$ cat config.mk
export PLATFORM = sky130hd
export DESIGN_NAME = vga_crtc_regs
export DESIGN_NICKNAME = d
export VERILOG_FILES = /design/src/rtl/vga_crtc_regs.sv
export SDC_FILE = /design/constraint.sdc
export NUM_CORES = 1
export LEC_CHECK = 0
export CAP_MARGIN = 10
export CORE_ASPECT_RATIO = 0.75
export CORE_MARGIN = 3
export CORE_UTILIZATION = 40
export DETAILED_ROUTE_END_ITERATION = 12
export GPL_TIMING_DRIVEN = 0
export PLACE_DENSITY = 0.64
export SYNTH_ARGS = -nofsm -noshare
export SYNTH_HDL_FRONTEND = slang
export SYNTH_SLANG_ARGS = --single-unit
export TNS_END_PERCENT = 30
$ cat constraint.sdc
create_clock -name clk -period 3.3 [get_ports clk]
set_input_delay 0.495 -clock clk [delete_from_list [all_inputs] [get_ports clk]]
set_output_delay 0.495 -clock clk [all_outputs]
set_load 0.01 [all_outputs]
$ cat src/rtl/vga_crtc_regs.sv
// vga_crtc_regs: CRTC index/data register file with shadow/active copies.
// Shadow writes are committed to the active copies atomically at the start of
// vertical sync. Also holds a frame counter, a vsync interrupt and
// status/control registers.
//
// Bus handshake: an access is cs & data_m_access. Every accepted access is
// acknowledged exactly one cycle later on data_m_ack, and data_m_data_out
// carries the read data in that ack cycle (16'h0 after writes and idle cycles).
// Back-to-back accesses are allowed; there is no stall.
//
// Optional feature: define VGA_CRTC_AUTOINC_EN to auto-increment the stored
// index after every data-register access.
module vga_crtc_regs #(
    parameter int NUM_REGS        = 16,
    parameter bit SYNC_ACTIVE_LOW = 1'b1
) (
    input  logic                  clk,
    input  logic                  reset_n,
    input  logic                  cs,
    input  logic [19:1]           data_m_addr,
    input  logic [15:0]           data_m_data_in,
    output logic [15:0]           data_m_data_out,
    input  logic [1:0]            data_m_bytesel,
    input  logic                  data_m_wr_en,
    input  logic                  data_m_access,
    output logic                  data_m_ack,
    input  logic                  vga_hsync,
    input  logic                  vga_vsync,
    output logic [NUM_REGS*8-1:0] regs_active,
    output logic                  irq
);

    localparam int IDX_W = (NUM_REGS > 1) ? $clog2(NUM_REGS) : 1;
    // vs_prev holds the raw pin level; its reset value is the active level so a
    // vsync already active at reset release does not count as a new frame.
    localparam logic VS_PREV_RST = SYNC_ACTIVE_LOW ? 1'b0 : 1'b1;

    logic [7:0]       shadow [NUM_REGS];
    logic [7:0]       active [NUM_REGS];
    logic [IDX_W-1:0] index_q;
    logic             dirty_q;
    logic             irq_en_q;
    logic             immediate_q;
    logic             irq_pending_q;
    logic [7:0]       frame_cnt_q;
    logic             vs_prev_q;

    logic             acc;
    logic             wr;
    logic             rd;
    logic             sel_idx;
    logic             sel_stat;
    logic             sel_ctrl;
    logic             idx_wr;
    logic             data_acc;
    logic             data_wr;
    logic             data_upd;
    logic             stat_clr;
    logic             ctrl_wr;
    logic             vs_act;
    logic             hs_act;
    logic             vs_prev_act;
    logic             vs_start;
    logic             commit;
    logic [IDX_W-1:0] eff_idx;
    logic             in_range;
    logic [7:0]       shadow_rd;
    logic [7:0]       rd_lo;
    logic [7:0]       rd_hi;
    logic [15:0]      rd_word;

    assign acc      = cs & data_m_access;
    assign wr       = acc & data_m_wr_en;
    assign rd       = acc & ~data_m_wr_en;
    assign sel_idx  = (data_m_addr[3:1] == 3'b010);
    assign sel_stat = (data_m_addr[3:1] == 3'b101);
    assign sel_ctrl = (data_m_addr[3:1] == 3'b110);

    assign idx_wr   = wr & sel_idx & data_m_bytesel[0];
    assign data_acc = acc & sel_idx & data_m_bytesel[1];
    assign data_wr  = data_acc & data_m_wr_en;
    assign data_upd = data_wr & in_range;
    assign stat_clr = wr & sel_stat & data_m_bytesel[0] & data_m_data_in[7];
    assign ctrl_wr  = wr & sel_ctrl & data_m_bytesel[0];

    assign vs_act      = vga_vsync ^ SYNC_ACTIVE_LOW;
    assign hs_act      = vga_hsync ^ SYNC_ACTIVE_LOW;
    assign vs_prev_act = vs_prev_q ^ SYNC_ACTIVE_LOW;
    assign vs_start    = vs_act & ~vs_prev_act;
    assign commit      = vs_start & dirty_q;

    // A same-access index write redirects the data lane to the new index.
    assign eff_idx = idx_wr ? data_m_data_in[IDX_W-1:0] : index_q;

    // Select the addressed shadow byte; out-of-range indices read as zero.
    always_comb begin
        in_range  = 1'b0;
        shadow_rd = 8'h00;
        for (int i = 0; i < NUM_REGS; i++) begin
            if (eff_idx == IDX_W'(i)) begin
                in_range  = 1'b1;
                shadow_rd = shadow[i];
            end
        end
    end

    // Read mux; unselected lanes and unmapped offsets return zero.
    always_comb begin
        rd_lo = 8'h00;
        rd_hi = 8'h00;
        case (data_m_addr[3:1])
            3'b010: begin
                rd_lo = 8'(index_q);
                rd_hi = shadow_rd;
            end
            3'b101: begin
                rd_lo = {irq_pending_q, 2'b00, dirty_q, vs_act, 2'b00, hs_act | vs_act};
            end
            3'b110: begin
                rd_lo = {6'b000000, immediate_q, irq_en_q};
                rd_hi = frame_cnt_q;
            end
            default: begin
                rd_lo = 8'h00;
                rd_hi = 8'h00;
            end
        endcase
        rd_word = {data_m_bytesel[1] ? rd_hi : 8'h00,
                   data_m_bytesel[0] ? rd_lo : 8'h00};
    end

    // Bus response: one-cycle ack, read data only in cycles after a read.
    always_ff @(posedge clk or negedge reset_n) begin
        if (!reset_n) begin
            data_m_ack      <= 1'b0;
            data_m_data_out <= 16'h0000;
        end else begin
            data_m_ack      <= acc;
            data_m_data_out <= rd ? rd_word : 16'h0000;
        end
    end

    // Index register, with optional post-access auto-increment.
    always_ff @(posedge clk or negedge reset_n) begin
        if (!reset_n) begin
            index_q <= '0;
        end else begin
`ifdef VGA_CRTC_AUTOINC_EN
            if (data_acc) begin
                index_q <= (eff_idx == IDX_W'(NUM_REGS - 1)) ? '0 : eff_idx + IDX_W'(1);
            end else if (idx_wr) begin
                index_q <= eff_idx;
            end
`else
            if (idx_wr) begin
                index_q <= eff_idx;
            end
`endif
        end
    end

    // Control bits, dirty flag and interrupt pending (vsync set beats clear).
    always_ff @(posedge clk or negedge reset_n) begin
        if (!reset_n) begin
            irq_en_q      <= 1'b0;
            immediate_q   <= 1'b0;
            dirty_q       <= 1'b0;
            irq_pending_q <= 1'b0;
        end else begin
            if (ctrl_wr) begin
                irq_en_q    <= data_m_data_in[0];
                immediate_q <= data_m_data_in[1];
            end
            if (data_upd && !immediate_q) begin
                dirty_q <= 1'b1;
            end else if (vs_start) begin
                dirty_q <= 1'b0;
            end
            if (vs_start) begin
                irq_pending_q <= 1'b1;
            end else if (stat_clr) begin
                irq_pending_q <= 1'b0;
            end
        end
    end

    // Shadow/active arrays: commit copies pre-write shadow; immediate writes win.
    always_ff @(posedge clk or negedge reset_n) begin
        if (!reset_n) begin
            for (int i = 0; i < NUM_REGS; i++) begin
                shadow[i] <= 8'h00;
                active[i] <= 8'h00;
            end
        end else begin
            for (int i = 0; i < NUM_REGS; i++) begin
                if (commit) begin
                    active[i] <= shadow[i];
                end
                if (data_upd && (eff_idx == IDX_W'(i))) begin
                    shadow[i] <= data_m_data_in[15:8];
                    if (immediate_q) begin
                        active[i] <= data_m_data_in[15:8];
                    end
                end
            end
        end
    end

    // Vsync edge history and frame counter.
    always_ff @(posedge clk or negedge reset_n) begin
        if (!reset_n) begin
            vs_prev_q   <= VS_PREV_RST;
            frame_cnt_q <= 8'h00;
        end else begin
            vs_prev_q <= vga_vsync;
            if (vs_start) begin
                frame_cnt_q <= frame_cnt_q + 8'd1;
            end
        end
    end

    for (genvar g = 0; g < NUM_REGS; g++) begin : g_active_out
        assign regs_active[8*g+7:8*g] = active[g];
    end

    assign irq = irq_pending_q & irq_en_q;

endmodule

==> results of run 1 <==
## layer usage
layer | global-route usage [%] | vias up | part of all wire [%]
li1 | - | 4808 | -
met1 | 38.4 | 5472 | 46
met2 | 37.9 | 448 | 43
met3 | 7.04 | 66 | 8.7
met4 | 5.79 | 2 | 2.2
met5 | 0 | - | 0.027
## kinds of logic (layout without fill, tap and decap cells)
family          after synthesis  after routing  synth area share [%]
compound gates              262            262                  11.8
flops                       288            288                  52.3
mux                         265            265                  20.4
simple gates                296            296                  11.0
xor+xnor                      7              7                 0.445
fa+ha+maj                     1              1                0.0908
buf+inv                     103            327                  3.89
other cells                   1              3                0.0272
## power by group through the flow
| stage | Sequential (W) | Clock [W] | Combinational, W |
|---|---|---|---|
| 5_1_grt | 0.00378 | 0.00357 | 0.000889 |
| 2_1_floorplan | 0.00381 | 0 | 0.000359 |
| 3_5_place_dp | 0.00383 | 0 | 0.000812 |
| 4_1_cts | 0.00376 | 0.00342 | 0.000817 |
| 6_report | 0.00377 | 0.00337 | 0.000825 |
| 3_3_place_gp | 0.00383 | 0 | 0.000798 |
## metrics by stage
| stage | util, % | worst slack, ns |
|---|---|---|
| after global placement | 47.5 | -10.80 |
| after detailed placement | 47.6 | -0.651 |
| after floorplan | - | 0.966 |
| final | 50.6 | 0.0634 |
| after CTS | 50.5 | 0.0430 |
| after global routing | 50.6 | -0.0298 |
## cells in the final DEF (no fill, tap or decap), types with 10 or more instances in the layout
cell,count
dfrtp_1,288
clkdlybuf4s50_1,166
mux2i_1,138
mux2_2,127
nor2_1,98
a21oi_1,97
nand2_1,91
o21ai_0,58
clkbuf_1,45
clkbuf_16,29
buf_2,20
buf_4,17
a22oi_1,16
inv_1,13
o21ai_1,12
nand3_1,10
nand2_2,10
and2_1,10
o22ai_1,10
## flip-flops by register name, summed over array words and instances, names as in the netlist
name,count
regs_active,128
shadow,128
data_m_data_out,14
frame_cnt_q,8
index_q,4
data_m_ack,1
dirty_q,1
immediate_q,1
irq_en_q,1
irq_pending_q,1
vs_prev_q,1
## worst paths after layout
kind	cells past startpoint	from	slack (ns)	end
max reg2reg	7	vs_prev_q$_DFF_PN0_	0.15	regs_active[79]$_DFF_PN0_
max in group asynchronous	4	reset_n	1.39	regs_active[90]$_DFF_PN0_
min in group clk	1	frame_cnt_q[7]$_DFFE_PN0P_	0.48	frame_cnt_q[7]$_DFFE_PN0P_
min reg2reg	1	frame_cnt_q[7]$_DFFE_PN0P_	0.48	frame_cnt_q[7]$_DFFE_PN0P_
min	2	reset_n	0.43	regs_active[6]$_DFF_PN0_
max	8	vga_vsync	0.06	regs_active[79]$_DFF_PN0_
## layout make-up
type                    instances  area (µm²)
well taps                     450         563
inverters                      14        52.6
clock buffers                  41         841
diodes                          1        2.50
clock inverters                13         125
fillers                      3035       16700
plain buffers                  89         483
multi-input cells             833        6070
repair buffers                170        1740
flip-flops and latches        288        7210
## repair_timing
action | CTS | global route
endpoints found under the hold margin | 53 | 0
cloned | 0 | 0
endpoints found under the setup margin | 3 | 6
hold buffers | 1 | 0
resized for setup | 3 | 6
==> results_dict.tcl, run 1 <==
set metrics [dict create \
    crit_chain "clkdlybuf4s50_1, nor2b_1, clkbuf_1, nand2_1, clkbuf_1, clkbuf_1, mux2i_1, a21oi_1" \
    crit_buf_inv 4 \
    syn2layout_area_growth_pct 24.0 \
    hold_class "in2async" \
    p_comb_share_pct 10.4 \
    die_y_um 167 \
    critical_path_class "in2reg" \
    crit_family "buffers and inverters" \
    ys_warn_count 0 \
    grt_max_degree 120 \
    netlist_instances 1223 \
    routed_via_density 5.69 \
    place_area_um2 16100 \
    whs_ns 0.427 \
    fin_nets 1470 \
    clkTransAtPathRegs_ns 0.06 \
    critPathMaxFanout 10 \
    htree_levels 1 \
    p_sw_share_pct 26.1 \
    clock_skew_ns 0.0322 \
    pwr-share-seq_pct 47.3 \
    p_int_w 0.00588 \
    drt_iter0_markers 1043 \
    total_power_w 0.00796 \
    drc 0 \
    rsz0062_at_grt "yes" \
    cts_root_buf "clkbuf_16" \
    synthTopCellsByCount "dfrtp_1, mux2i_1, mux2_2" \
    cts_made_buffers 29 \
    status "complete, no violations" \
    fmax_ghz 0.309 \
    fin_area_um2 17100 \
    yosys_register_bits 288 \
    fp.coreArea_um2 33700 \
    rows 58 \
    timing.slew.headroom_pct 18.8 \
    vias 10800 \
    arrival_ns 3.67 \
    synth.area.top_cells "dfrtp_1, mux2_2, mux2i_1, a21oi_1, nor2_1" \
    end_kind "flop" \
    start_kind "input port" \
    overflow 0 \
    synth_top_cell_area_share_pct 52.3 \
    place_inst 1843 \
    cts_max_path_buffers 3 \
    synth_ff_type "dfrtp_1" \
    synth_area_leader_cell "dfrtp_1" \
    start_util_pct 40.8 \
    grt_pass1_vias 10700 \
    wl_per_cell_um 25.2 \
    syn_area_um2 13800 \
    worstMarginPinSlew_ns 1.22 \
    power.switching_w 0.00208 \
    layoutNonFillerInstCount 1899 \
    slowest_delay_ns 0.96 \
    fin_crit_sh_pct 98.1 \
    crit_top_cell "clkbuf_1" \
    io_pins 190 \
    tritoncts "built" \
    required_ns 3.73 \
    max-vdd-ir-drop_v 0.000392 \
    hold_violations 0 \
    drtPass1Iterations 6 \
    drive_gt1_share_pct 19.5 \
    grt.total_usage_pct 25.9 \
    seq_area_frac_synth_pct 52.3 \
    post_cts.repair.setup_buffers 0 \
    portBuffers 167 \
    final_max_slew_viol_count 0 \
    ant_nets 0 \
    tns_ns 0 \
    maxCapViolations 0 \
    p_leak_nw 8.50 \
    clk_latency_ns 0.57 \
    critPathSlowestCell "clkbuf_1" \
    antenna_found_initial 3 \
    power_density_nw_per_um2 466 \
    netlist-cell-type-count 73 \
    drt_wl_total_um 47900 \
    async_flop_share_pct 100 \
    place.gp.congestion 0.950 \
    power.share.clock_pct 42.3 \
    grt_pass1_wl_um 70500 \
    dieArea_um2 36700 \
    synth_edf_count 0 \
    die_width_um 220 \
    synth_area_per_cell_um2 11.3 \
    yosysMostFrequentCell "dfrtp_1" \
    dp_hpwl_um 34400 \
    numClockSinks 288 \
    min_period_ns 3.24 \
    setup_viol 0 \
]
Note: power is estimated with default switching activity, not from simulation.
==> run 2, diff against run 1 <==
--- a/config.mk
+++ b/config.mk
@@ -9,6 +9,7 @@
 export CORE_ASPECT_RATIO = 0.75
 export CORE_MARGIN = 3
 export CORE_UTILIZATION = 40
+export CTS_CLUSTER_SIZE = 16
 export DETAILED_ROUTE_END_ITERATION = 12
 export GPL_TIMING_DRIVEN = 0
 export PLACE_DENSITY = 0.64
==> constraint.sdc (replaced) <==
create_clock -name clk -period 3.21 [get_ports clk]
set_input_delay 0.4815 -clock clk [delete_from_list [all_inputs] [get_ports clk]]
set_output_delay 0.4815 -clock clk [all_outputs]
set_load 0.01 [all_outputs]
==> run 2 against run 1 <==
Effect of this change:
- final area about the same
- die area unchanged
- sequential power increased by 3%
- clock skew increased by 0.0034 ns
- power increased by 2.9%
- critical path depth increased by 3
- worst setup slack improved by 0.025 ns
- core utilization about the same
- clock-buffer cell count unchanged
- largest power group unchanged
==> results_dict.tcl, run 2 (synthesized netlist as in run 1, its figures left out) <==
set metrics [dict create \
    seqCellArea_um2 7210 \
    reg2regPathDepth 7 \
    syn2layout_area_growth_pct 24.0 \
    clk_latency_ns 0.58 \
    final_cell_mix "dfrtp_1, clkdlybuf4s50_1, mux2i_1" \
    critPathMaxFanout 10 \
    routed_via_density 5.69 \
    ant_nets 0 \
    clock_skew_ns 0.0356 \
    fin_crit_sh_pct 97.2 \
    arrival_ns 3.54 \
    status "complete, no violations" \
    place_ws_ns -0.727 \
    multi_input_area_um2 6070 \
    drive_gt1_share_pct 19.6 \
    cts_max_path_buffers 3 \
    grt_max_degree 120 \
    end_kind "flop" \
    setup_viol 0 \
    p_int_w 0.00605 \
    min_period_ns 3.12 \
    clkTransAtPathRegs_ns 0.06 \
    die_y_um 167 \
    grt.total_usage_pct 25.9 \
    required_ns 3.63 \
    power_density_nw_per_um2 479 \
    drt_iter0_markers 1018 \
    p_sw_share_pct 26.2 \
    whs_ns 0.409 \
    start_util_pct 40.8 \
    critical_path_class "in2reg" \
    wl_per_cell_um 25.2 \
    drt_wl_total_um 47800 \
    fmax_ghz 0.320 \
    io_pins 190 \
    grt_pass1_vias 10700 \
    fp.coreArea_um2 33700 \
    pwr-share-seq_pct 47.3 \
    final_max_slew_viol_count 0 \
    power.switching_w 0.00215 \
    overflow 0 \
    fin_area_um2 17100 \
    die_width_um 220 \
    power.share.clock_pct 42.4 \
    htree_levels 1 \
    vias 10800 \
    numClockSinks 288 \
    final_util_pct 50.6 \
    p_leak_nw 8.52 \
    portBuffers 167 \
    maxCapViolations 0 \
    tritoncts "built" \
    cts_made_buffers 29 \
    dp_hpwl_um 34400 \
    tns_ns 0 \
    rows 58 \
    worst_slack_ns 0.0888 \
    drtPass1Iterations 5 \
    place_area_um2 16100 \
    antenna_cells 0 \
    start_kind "input port" \
    grt_pass1_wl_um 70500 \
    fin_nets 1470 \
    worstMarginPinSlew_ns 1.18 \
    max-vdd-ir-drop_v 0.000403 \
    timing.slew.headroom_pct 21.2 \
    place.gp.congestion 0.950 \
    hold_violations 0 \
    cts_root_buf "clkbuf_16" \
    antenna_found_initial 3 \
    n_fill_cell 3035 \
    drc 0 \
    p_comb_share_pct 10.4 \
    layout_commonest_cell "dfrtp_1" \
    dieArea_um2 36700 \
    rsz0062_at_grt "no" \
    hold_class "in2async" \
]
==> run 2: worst paths after layout <==
path | from | to | slack, ns
min | reset_n | regs_active[6]$_DFF_PN0_ | 0.41
max reg2reg | vs_prev_q$_DFF_PN0_ | regs_active[92]$_DFF_PN0_ | 0.28
max | data_m_addr[1] | data_m_data_out[14]$_DFF_PN0_ | 0.09
min reg2reg | frame_cnt_q[7]$_DFFE_PN0P_ | frame_cnt_q[7]$_DFFE_PN0P_ | 0.48
max in group asynchronous | reset_n | regs_active[90]$_DFF_PN0_ | 1.32
min in group clk | data_m_addr[3] | data_m_data_out[4]$_DFF_PN0_ | 0.45
==> run 2: layer usage <==
| metal | GRT usage [%] | up-vias | routed length, µm |
|---|---|---|---|
| li1 | - | 4813 | - |
| met1 | 38.4 | 5488 | 22100 |
| met2 | 37.9 | 430 | 20600 |
| met3 | 7.04 | 69 | 4100 |
| met4 | 5.79 | 2 | 1030 |
| met5 | 0 | - | 13 |
==> run 2: final cells by class <==
type | count | area share [%]
Sequential cell | 288 | 42.2
Timing Repair Buffer | 170 | 10.2
Multi-Input combinational cell | 833 | 35.5
Clock buffer | 41 | 4.92
Buffer | 89 | 2.84
Tap cell | 450 | 3.30
Inverter | 14 | 0.308
Clock inverter | 13 | 0.732
==> run 2: what timing repair did <==
action	in CTS	in global routing
hold buffers	1	0
setup endpoints to repair	4	14
pin swaps	0	1
hold endpoints to repair	53	0
setup buffers	0	0
resized for setup	4	11
==> run 2: worst max-delay path: stages <==
cell and delay, ns:
clkdlybuf4s50_1 0.51, or3b_1 0.41, buf_2 0.17, buf_6 0.16
o21ai_1 0.14, and2_2 0.26, inv_2 0.06, o221a_2 0.26
a221oi_2 0.39, o2111ai_1 0.35, a31o_1 0.34
==> run 2: per-stage QoR <==
stage                     total power, W  cells
after detailed placement         0.00477   1843
after CTS                        0.00823   1898
after global routing             0.00847   1898
after global placement           0.00476   1841
final                            0.00819   1898
after floorplan                  0.00429   1224
==> run 2: power by group through the flow <==
stage,Combinational [W],Clock (W),Sequential (W)
floorplan,0.000369,0,0.00392
global placement,0.000820,0,0.00394
detailed placement,0.000835,0,0.00394
CTS,0.000840,0.00352,0.00387
global route,0.000914,0.00367,0.00388
finish,0.000851,0.00347,0.00387
==> run 3, diff against run 2 <==
--- a/config.mk
+++ b/config.mk
@@ -6,13 +6,16 @@
 export NUM_CORES = 1
 export LEC_CHECK = 0
 export CAP_MARGIN = 10
+export CELL_PAD_IN_SITES_DETAIL_PLACEMENT = 0
+export CELL_PAD_IN_SITES_GLOBAL_PLACEMENT = 1
 export CORE_ASPECT_RATIO = 0.75
 export CORE_MARGIN = 3
 export CORE_UTILIZATION = 40
 export CTS_CLUSTER_SIZE = 16
 export DETAILED_ROUTE_END_ITERATION = 12
 export GPL_TIMING_DRIVEN = 0
-export PLACE_DENSITY = 0.64
+export PLACE_DENSITY = 0.77
+export RECOVER_POWER = 50
 export SYNTH_ARGS = -nofsm -noshare
 export SYNTH_HDL_FRONTEND = slang
 export SYNTH_SLANG_ARGS = --single-unit
==> run 3 against run 2 <==
Effect of this change:
- final area increased by 0.31%
- critical endpoint is now data_m_data_out[8]$_DFF_PN0_
- core utilization rose by 0.16 points
- register-to-register slack barely moved
- hold slack gained 0.088 ns
- sequential power hardly changed
- largest cell class unchanged
- clock power rose by 3%
- the run now ends with max-capacitance violations, max-slew violations left
- sequential share of layout area is 0.13 points lower
- flip-flop and latch count stayed put
- first-iteration DRC count is 0.79% lower
==> results_dict.tcl, run 3 (synthesized netlist as in run 1, its figures left out) <==
set metrics [dict create \
    p_leak_nw 8.53 \
    drt_iter0_markers 1010 \
    min_period_ns 3.11 \
    overflow 0 \
    critPathSlowestCell "a2111oi_0" \
    critPathMaxFanout 10 \
    maxCapViolations 1 \
    start_util_pct 40.8 \
    cts_made_buffers 29 \
    fin_nets 1470 \
    numClockSinks 288 \
    place_ws_ns -0.755 \
    layout_commonest_cell "dfrtp_1" \
    rows 58 \
    clk_latency_ns 0.57 \
    portBuffers 167 \
    drc 0 \
    drtPass1Iterations 5 \
    cts_max_path_buffers 3 \
    critical_path_class "in2reg" \
    fp.coreArea_um2 33700 \
    htree_levels 1 \
    arrival_ns 3.55 \
    routed_via_density 5.70 \
    syn2layout_area_growth_pct 24.4 \
    worstMarginPinSlew_ns 1.75 \
    max-vdd-ir-drop_v 0.000345 \
    drt_wl_total_um 48500 \
    grt_pass1_vias 10800 \
    die_width_um 220 \
    fmax_ghz 0.321 \
    fin_crit_sh_pct 96.9 \
    final_cell_mix "dfrtp_1, clkdlybuf4s50_1, mux2i_1" \
    crit_family "compound AO/OA/AOI/OAI gates" \
    cts_root_buf "clkbuf_16" \
    reg2regPathDepth 7 \
    grt_pass1_wl_um 72400 \
    setup_viol 0 \
    layoutNonFillerInstCount 1900 \
    dp_hpwl_um 34600 \
    cp_num_cells 9 \
    clock_skew_ns 0.0227 \
    wl_per_cell_um 25.5 \
    vias 10800 \
    worst_slack_ns 0.0994 \
    status "finished with violations" \
    drive_gt1_share_pct 19.8 \
    dieArea_um2 36700 \
    antenna_found_initial 2 \
    timing.slew.headroom_pct -17.0 \
    slowest_delay_ns 0.68 \
    grt.total_usage_pct 26.4 \
    violations "max-capacitance violations, max-slew violations" \
    place.gp.congestion 0.938 \
    crit_buf_inv 3 \
    hold_violations 0 \
    power_density_nw_per_um2 485 \
    startpoint "data_m_wr_en" \
    total_power_w 0.00831 \
    crit_chain "clkdlybuf4s50_1, and4_1, nand2_2, buf_6, a31o_2, buf_2, a2111oi_0, a211oi_2, o41ai_2" \
    tns_ns 0 \
    timing.rr.end "data_m_data_out[8]$_DFF_PN0_" \
    clkTransAtPathRegs_ns 0.06 \
    end_kind "flop" \
    hold_class "reg2reg" \
    endpoint "data_m_data_out[8]$_DFF_PN0_" \
    place_inst 1843 \
    die_y_um 167 \
    ant_nets 0 \
    final_max_slew_viol_count 65 \
    r2r_slack_ns 0.27 \
    io_pins 190 \
    n_fill_cell 3083 \
    start_kind "input port" \
    grt_max_degree 118 \
    r2r-start "index_q[0]$_DFFE_PN0N_" \
    required_ns 3.65 \
    tritoncts "built" \
]
-- run 3: worst min path at each step --
| stage | from | endpoint | depth (start not counted) |
|---|---|---|---|
| 2_1_floorplan | reset_n | data_m_ack$_DFF_PN0_ | 0 |
| 3_3_place_gp | irq_pending_q$_DFFE_PN0P_ | irq_pending_q$_DFFE_PN0P_ | 1 |
| 3_5_place_dp | reset_n | regs_active[5]$_DFF_PN0_ | 1 |
| 4_1_cts | vga_vsync | vs_prev_q$_DFF_PN0_ | 1 |
| 5_1_grt | frame_cnt_q[7]$_DFFE_PN0P_ | frame_cnt_q[7]$_DFFE_PN0P_ | 1 |
| 6_report | irq_pending_q$_DFFE_PN0P_ | irq_pending_q$_DFFE_PN0P_ | 1 |
-- run 3: repair_timing --
action / CTS / global route
hold buffers: 1 / 0
setup endpoints to repair: 3 / 16
buffers inserted: 0 / 0
resized for setup: 3 / 16
pin swaps: 0 / 1
endpoints found under the hold margin: 64 / 0
-- run 3: layout make-up --
class                   instances  area (µm²)  share of cell area (%)
clock inverters                12         145                   0.847
flip-flops and latches        288        7210                    42.0
multi-input cells             833        6090                    35.5
repair buffers                170        1730                    10.1
plain buffers                  89         492                    2.87
well taps                     450         563                    3.28
clock buffers                  42         855                    4.99
inverters                      14        52.6                   0.307
diodes                          2        5.00                  0.0292
-- run 3: through the flow --
stage | utilization [%] | hold slack, ns | instance area [µm²]
finish | 50.8 | 0.496 | 17100
global route | 50.8 | 0.517 | 17100
CTS | 50.6 | 0.436 | 17100
detailed placement | 47.6 | 0.471 | 16100
global placement | 47.5 | 0.471 | 16000
floorplan | - | 0.186 | 13800
-- run 3: routing by layer --
layer | part of all wire, % | GRT usage, %
met5 | 0.033 | 0
met2 | 44 | 39.7
met3 | 7.6 | 5.31
met4 | 1.6 | 4.42
met1 | 47 | 40.0
-- run 3: where the power goes --
part           internal (W)  switching [W]  total (W)
logic              0.000313       0.000540   0.000853
clock network       0.00209        0.00149    0.00358
registers           0.00375       0.000124    0.00387
total               0.00615        0.00215    0.00831
-- run 3: worst reg2reg max path: stages, from the launching register on --
cell and delay (ns):
dfrtp_1 0.32, clkbuf_1 0.42, nor2_1 0.29, a31oi_2 0.50, nor2_1 0.11, a2111oi_0 0.59, a211oi_2 0.27, o41ai_2 0.31
